## src/rtl/ide_pio_sequencer_if.sv

```systemverilog
// Bus-side and drive-side signals of the IDE PIO sequencer.
// The slave modport is the sequencer; the master modport is whatever drives the 68000 bus.
interface ide_pio_sequencer_if;
    logic       AS_n;
    logic       UDS_n;
    logic       LDS_n;
    logic       RW;
    logic [4:0] ADDR;
    logic       ide_access;
    logic       ide_enable;
    logic       IORDY;
    logic       dtack;
    logic       IOR_n;
    logic       IOW_n;
    logic       IDECS1_n;
    logic       IDECS2_n;
    logic       IDE_ROMEN;
    logic       busy;
    logic       timeout;

    modport master (
        output AS_n, UDS_n, LDS_n, RW, ADDR, ide_access, ide_enable, IORDY,
        input  dtack, IOR_n, IOW_n, IDECS1_n, IDECS2_n, IDE_ROMEN, busy, timeout
    );

    modport slave (
        input  AS_n, UDS_n, LDS_n, RW, ADDR, ide_access, ide_enable, IORDY,
        output dtack, IOR_n, IOW_n, IDECS1_n, IDECS2_n, IDE_ROMEN, busy, timeout
    );
endinterface

```

## src/rtl/ide_pio_sequencer.sv

```systemverilog
// Per-access IDE PIO timing engine: turns a decoded board-space cycle into chip-selects,
// IOR_n/IOW_n strobes, a bounded IORDY wait, boot-ROM enable and a DTACK request.
module ide_pio_sequencer #(
    parameter int T_SETUP  = 2,
    parameter int T_ACTIVE = 3,
    parameter int T_HOLD   = 1,
    parameter int T_ROM    = 2,
    parameter int TIMEOUT  = 64,
    parameter int CNT_W    = 7
) (
    input logic                CLK,
    input logic                RESET_n,
    ide_pio_sequencer_if.slave bus
);
    typedef enum logic [2:0] {IDLE, SETUP, ACTIVE, HOLD, ROM, ACK_WAIT} state_t;

    localparam logic [CNT_W-1:0] CNT_ONE     = CNT_W'(1);
    localparam logic [CNT_W-1:0] SETUP_CNT   = CNT_W'(T_SETUP);
    localparam logic [CNT_W-1:0] ACTIVE_CNT  = CNT_W'(T_ACTIVE);
    localparam logic [CNT_W-1:0] HOLD_CNT    = CNT_W'(T_HOLD);
    localparam logic [CNT_W-1:0] ROM_CNT     = CNT_W'(T_ROM);
    localparam logic [CNT_W-1:0] TIMEOUT_CNT = CNT_W'(TIMEOUT);

    state_t           state;
    logic [CNT_W-1:0] cnt;
    logic             rw_q;
    logic             dtack_q;
    logic             ior_n_q;
    logic             iow_n_q;
    logic             cs1_n_q;
    logic             cs2_n_q;
    logic             romen_q;
    logic             busy_q;
    logic             timeout_q;

    logic             start;
    logic             abort;
    logic             timed_out;
    logic [CNT_W-1:0] cnt_inc;
    logic             unused_addr;

    assign start     = bus.ide_access & ~bus.AS_n & (~bus.UDS_n | ~bus.LDS_n);
    // ACK_WAIT's normal exit and a mid-access abort look identical: AS_n high releases everything.
    assign abort     = bus.AS_n & (state != IDLE);
    assign cnt_inc   = (&cnt) ? cnt : cnt + CNT_ONE;
    assign timed_out = (state == ACTIVE) & (cnt >= TIMEOUT_CNT) & ~bus.IORDY;
    // Only A16 (ROM window) and A12 (CS1/CS2) steer the access.
    assign unused_addr = ^bus.ADDR[3:1];

    always_ff @(posedge CLK or negedge RESET_n) begin
        if (!RESET_n) begin
            state     <= IDLE;
            cnt       <= '0;
            rw_q      <= 1'b1;
            dtack_q   <= 1'b0;
            ior_n_q   <= 1'b1;
            iow_n_q   <= 1'b1;
            cs1_n_q   <= 1'b1;
            cs2_n_q   <= 1'b1;
            romen_q   <= 1'b0;
            busy_q    <= 1'b0;
            timeout_q <= 1'b0;
        end else begin
            cnt <= cnt_inc;
            if (timed_out) begin
                timeout_q <= 1'b1;
            end
            if (abort) begin
                state   <= IDLE;
                cnt     <= CNT_ONE;
                dtack_q <= 1'b0;
                ior_n_q <= 1'b1;
                iow_n_q <= 1'b1;
                cs1_n_q <= 1'b1;
                cs2_n_q <= 1'b1;
                romen_q <= 1'b0;
                busy_q  <= 1'b0;
            end else begin
                case (state)
                    IDLE: begin
                        if (start) begin
                            rw_q   <= bus.RW;
                            cnt    <= CNT_ONE;
                            busy_q <= 1'b1;
                            if (bus.ADDR[4]) begin
                                state   <= ROM;
                                romen_q <= 1'b1;
                            end else if (!bus.ide_enable) begin
                                // No drives fitted: acknowledge at once so the CPU never hangs.
                                state   <= ACK_WAIT;
                                dtack_q <= 1'b1;
                            end else begin
                                state   <= SETUP;
                                cs1_n_q <= bus.ADDR[0];
                                cs2_n_q <= ~bus.ADDR[0];
                            end
                        end
                    end
                    SETUP: begin
                        if (cnt >= SETUP_CNT) begin
                            state   <= ACTIVE;
                            cnt     <= CNT_ONE;
                            ior_n_q <= ~rw_q;
                            iow_n_q <= rw_q;
                        end
                    end
                    ACTIVE: begin
                        // IORDY is only honoured once the minimum strobe width has elapsed.
                        if (((cnt >= ACTIVE_CNT) && bus.IORDY) || (cnt >= TIMEOUT_CNT)) begin
                            state   <= HOLD;
                            cnt     <= CNT_ONE;
                            ior_n_q <= 1'b1;
                            iow_n_q <= 1'b1;
                        end
                    end
                    HOLD: begin
                        if (cnt >= HOLD_CNT) begin
                            state   <= ACK_WAIT;
                            cnt     <= CNT_ONE;
                            dtack_q <= 1'b1;
                            cs1_n_q <= 1'b1;
                            cs2_n_q <= 1'b1;
                        end
                    end
                    ROM: begin
                        if (cnt >= ROM_CNT) begin
                            state   <= ACK_WAIT;
                            cnt     <= CNT_ONE;
                            dtack_q <= 1'b1;
                        end
                    end
                    ACK_WAIT: begin
                    end
                    default: begin
                        state <= IDLE;
                    end
                endcase
            end
        end
    end

    assign bus.dtack     = dtack_q;
    assign bus.IOR_n     = ior_n_q;
    assign bus.IOW_n     = iow_n_q;
    assign bus.IDECS1_n  = cs1_n_q;
    assign bus.IDECS2_n  = cs2_n_q;
    assign bus.IDE_ROMEN = romen_q;
    assign bus.busy      = busy_q;
    assign bus.timeout   = timeout_q;
endmodule

```

## src/flat_wrapper.sv

```systemverilog
// flat-port wrapper written by rule: the top's interface ports become plain ports
module ide_pio_sequencer_flat 
#(
    parameter int T_SETUP  = 2,
    parameter int T_ACTIVE = 3,
    parameter int T_HOLD   = 1,
    parameter int T_ROM    = 2,
    parameter int TIMEOUT  = 64,
    parameter int CNT_W    = 7
)
  (CLK, RESET_n, bus_AS_n, bus_UDS_n, bus_LDS_n, bus_RW, bus_ADDR, bus_ide_access, bus_ide_enable, bus_IORDY, bus_dtack, bus_IOR_n, bus_IOW_n, bus_IDECS1_n, bus_IDECS2_n, bus_IDE_ROMEN, bus_busy, bus_timeout);
  ide_pio_sequencer_if bus_i ();
  input logic CLK;
  input logic RESET_n;
  input wire logic [$bits(bus_i.AS_n)-1:0] bus_AS_n;
  input wire logic [$bits(bus_i.UDS_n)-1:0] bus_UDS_n;
  input wire logic [$bits(bus_i.LDS_n)-1:0] bus_LDS_n;
  input wire logic [$bits(bus_i.RW)-1:0] bus_RW;
  input wire logic [$bits(bus_i.ADDR)-1:0] bus_ADDR;
  input wire logic [$bits(bus_i.ide_access)-1:0] bus_ide_access;
  input wire logic [$bits(bus_i.ide_enable)-1:0] bus_ide_enable;
  input wire logic [$bits(bus_i.IORDY)-1:0] bus_IORDY;
  output wire logic [$bits(bus_i.dtack)-1:0] bus_dtack;
  output wire logic [$bits(bus_i.IOR_n)-1:0] bus_IOR_n;
  output wire logic [$bits(bus_i.IOW_n)-1:0] bus_IOW_n;
  output wire logic [$bits(bus_i.IDECS1_n)-1:0] bus_IDECS1_n;
  output wire logic [$bits(bus_i.IDECS2_n)-1:0] bus_IDECS2_n;
  output wire logic [$bits(bus_i.IDE_ROMEN)-1:0] bus_IDE_ROMEN;
  output wire logic [$bits(bus_i.busy)-1:0] bus_busy;
  output wire logic [$bits(bus_i.timeout)-1:0] bus_timeout;
  assign bus_i.AS_n = bus_AS_n;
  assign bus_i.UDS_n = bus_UDS_n;
  assign bus_i.LDS_n = bus_LDS_n;
  assign bus_i.RW = bus_RW;
  assign bus_i.ADDR = bus_ADDR;
  assign bus_i.ide_access = bus_ide_access;
  assign bus_i.ide_enable = bus_ide_enable;
  assign bus_i.IORDY = bus_IORDY;
  assign bus_dtack = bus_i.dtack;
  assign bus_IOR_n = bus_i.IOR_n;
  assign bus_IOW_n = bus_i.IOW_n;
  assign bus_IDECS1_n = bus_i.IDECS1_n;
  assign bus_IDECS2_n = bus_i.IDECS2_n;
  assign bus_IDE_ROMEN = bus_i.IDE_ROMEN;
  assign bus_busy = bus_i.busy;
  assign bus_timeout = bus_i.timeout;
  ide_pio_sequencer #(.T_SETUP(T_SETUP), .T_ACTIVE(T_ACTIVE), .T_HOLD(T_HOLD), .T_ROM(T_ROM), .TIMEOUT(TIMEOUT), .CNT_W(CNT_W)) u_core (.CLK(CLK), .RESET_n(RESET_n), .bus(bus_i));
endmodule
```

## config.mk

```make
export PLATFORM = sky130hd
export DESIGN_NAME = ide_pio_sequencer_flat
export DESIGN_NICKNAME = d
export VERILOG_FILES = /design/src/rtl/ide_pio_sequencer_if.sv /design/src/rtl/ide_pio_sequencer.sv /design/src/flat_wrapper.sv
export SDC_FILE = /design/constraint.sdc
export NUM_CORES = 1
export LEC_CHECK = 0
export CORE_MARGIN = 1.5
export CORE_UTILIZATION = 53
export CTS_BUF_LIST = sky130_fd_sc_hd__clkbuf_4
export CTS_CLUSTER_DIAMETER = 80
export DETAILED_ROUTE_END_ITERATION = 16
export GPL_ROUTABILITY_DRIVEN = 0
export PLACE_DENSITY = 0.82
export SYNTH_ARGS = -nofsm -noshare
export SYNTH_HDL_FRONTEND = slang
export SYNTH_SLANG_ARGS = --single-unit
```

## constraint.sdc

```tcl
create_clock -name CLK -period 2.6 [get_ports CLK]
set_clock_uncertainty 0.2 [all_clocks]
set_input_delay 0.78 -clock CLK [delete_from_list [all_inputs] [get_ports CLK]]
set_output_delay 0.78 -clock CLK [all_outputs]
set_load 0.05 [all_outputs]
```

==> out/metrics.cfg <==
[setup_path]
critPathCaptureType = output pin
crit_path_top_delay_cell = clkdlybuf4s50_1
worstPathCellList = clkdlybuf4s50_1
worstSetupStartpointType = flop
crit_required_ps = 1620
worstPathArrival_ps = 1480
crit_path_max_fanout = 2
path_buf_inv = 1
path_class = reg2out
slowest_delay_ps = 800
crit_family = buffers and inverters

[drt]
drtPass1Iterations = 4
viasPerCell = 5.90
totalWireLength_um = 2750
drt-wirelength-per-cell_um = 14.9
via_count = 1085
ant_nets = 0
first_iter_violations = 27
drc = 0

[clock_tree]
cts_tree = done
cts_buffers = 3
cts_sinks = 19
postCtsSetupRepairBufs = 0
cts_resized = 0
clkTransAtPathRegs_ps = 110
cts_root_buf = clkbuf_4
htreeDepth = 1
clk_latency_ps = 310
hold_buffers = 0
clockBufferDepth = 2

[floorplanning]
die_h_um = 50.1
dieArea_mm2 = 0.00251
rows = 16
initial_utilization = 0.581
core-area_mm2 = 0.00202
die_w_um = 50.1
pin_count = 22

[synth]
synth_cell_types = 40
synth_area_leaders = dfrtp_1 30%, dfstp_2 11%, nor2_1 5.4%, a21oi_1 3.8%, ha_1 3.2%
yosysWarnings = 0
netlist_top_cells_count = 17 x nor2_1, 14 x dfrtp_1, 9 x a21oi_1, 9 x nand2_1, 8 x inv_1
avgSynthCellArea_um2 = 8.97
syn_area_mm2 = 0.00117
synth_edf_count = 0
syn-num-nets = 148
ys.flop_type = dfrtp_1
ys_seq_elements = 19
yosys.area.top_type = dfrtp_1
synth.top_cell.area_share = 0.298
async_flop_share = 1.00
synthCells = 131
yosysMostFrequentCell = nor2_1
ys_seq_area_frac = 0.410

[pwr]
max-vdd-ir-drop_mv = 0.689
power_density_mw_per_mm2 = 1240
leakage_nw = 0.656
finalPower_mw = 1.79

[global_routing]
grt_pass1_wl_um = 4670
grt-ovfl-total = 0
antenna_found_initial = 0
grt_start_max_net_pins = 20
first_global_vias = 1062
grt_use_total = 0.245

[finish]
nets = 175
fill_cells = 161
diodes = 0
seq_area_um2 = 482
drive_gt1_frac = 0.185
multi_input_area_um2 = 637
synthToLayoutAreaGrowth_pct = 23.2

[job]
drv_cap = 0

[place]
dpl_worst_slack_ps = -47.8
io_buffer_count = 18
dp_hpwl_um = 2090

[worst_hold_path]
hold_class = reg2reg

[timing]
tightest_slew_ps = 495
timing.final.crit_share = 0.945
rsz0062_at_grt = false
finalSetupViolations = 0
max_clock_freq_ghz = 0.407
min_period_ps = 2460
hold_viol_final = 0
fin_ws_ps = 143
relSlewSlack = 0.669
maxSlewViolCount = 0

[outcome]
status = finished, final reports clean

## metal layers
layer,vias to the layer above,GRT usage,wire length (µm),share of wire
met1,527,0.293,1220,0.44
li1,528,-,-,-
met2,25,0.428,1400,0.51
met4,0,0.111,47,0.017
met5,-,0,0,0
met3,5,0.0364,85,0.031
## registers in the layout, summed over array words and instances (netlist names)
register	cells
u_core.bus.IDECS2_n	1
u_core.bus.IOR_n	1
u_core.rw_q	1
u_core.state	3
u_core.bus.IDE_ROMEN	1
u_core.bus.timeout	1
u_core.bus.IDECS1_n	1
u_core.cnt	7
u_core.bus.busy	1
u_core.bus.dtack	1
u_core.bus.IOW_n	1
## worst paths after layout
kind                       slack, ps           startpoint                  end  depth (start not counted)
min in group asynchronous        590              RESET_n      u_core.state[2]                          2
max                              140      u_core.bus.busy             bus_busy                          1
max reg2reg                      360        u_core.cnt[1]     u_core.bus.dtack                          9
min                              280  u_core.bus.IDECS1_n  u_core.bus.IDECS1_n                          2
min reg2reg                      280  u_core.bus.IDECS1_n  u_core.bus.IDECS1_n                          2
max in group asynchronous       1340              RESET_n  u_core.bus.IDECS1_n                          2
## cells in the final DEF, fill, tap and decap left out, types with 2 or more instances in the layout
cell | netlist | layout
buf_4 | 2 | 13
or3_1 | 3 | 3
ha_1 | 3 | 3
nor4_1 | 3 | 3
clkdlybuf4s50_1 | 0 | 14
o21ai_0 | 7 | 7
nor2_1 | 17 | 17
nand2b_1 | 4 | 4
nand4_1 | 2 | 2
xor2_1 | 2 | 2
and3_1 | 3 | 3
o22a_1 | 2 | 2
xnor2_1 | 2 | 2
dfstp_2 | 5 | 5
a21oi_1 | 9 | 9
dfrtp_1 | 14 | 14
o311ai_0 | 3 | 3
nand2_1 | 9 | 9
nor3_1 | 5 | 5
inv_1 | 8 | 8
nand3_1 | 6 | 6
clkbuf_4 | 0 | 3
## report_power, final
part | total, mW | switching (mW) | leakage (nW) | internal, mW
clock | 0.155 | 0.0972 | 0.0177 | 0.0576
combinational | 1.11 | 0.648 | 0.402 | 0.462
sequential | 0.524 | 0.106 | 0.236 | 0.418
## area by class of cell
| class | count | area share |
|---|---|---|
| clock buffer | 3 | 0.0156 |
| timing repair buffer | 27 | 0.164 |
| sequential | 19 | 0.333 |
| inverter | 8 | 0.0207 |
| tap | 27 | 0.0233 |
| clock inverter | 1 | 0.00346 |
| multi-input combinational | 99 | 0.440 |
## logic make-up after synthesis
family	count (synthesis)	synth area share
and+or+nand+nor	57	0.255
AOI/OAI and AO/OA	33	0.204
buffers and inverters	13	0.0479
adders and majority gates	3	0.0320
muxes	2	0.0213
xor gates and xnor gates	4	0.0298
DFF	19	0.410
## worst min-delay path, cell delays in order (launching register included)
cell,delay [ps]
dfstp_2,380
inv_1,40
mux2i_1,60
## metrics by stage
step | TNS, ps | utilization | hold WS (ps) | instance area [µm²] | std cells
finish | 0 | 0.716 | 283 | 1450 | 184
global route | 0 | 0.716 | 301 | 1450 | 184
global placement | -14.7 | 0.702 | 260 | 1420 | 180
detailed placement | -98.2 | 0.702 | 264 | 1420 | 180
CTS | 0 | 0.716 | 288 | 1450 | 184
floorplan | 0 | - | 284 | 1170 | 131
No activity file was read; power rests on OpenSTA's default activity.
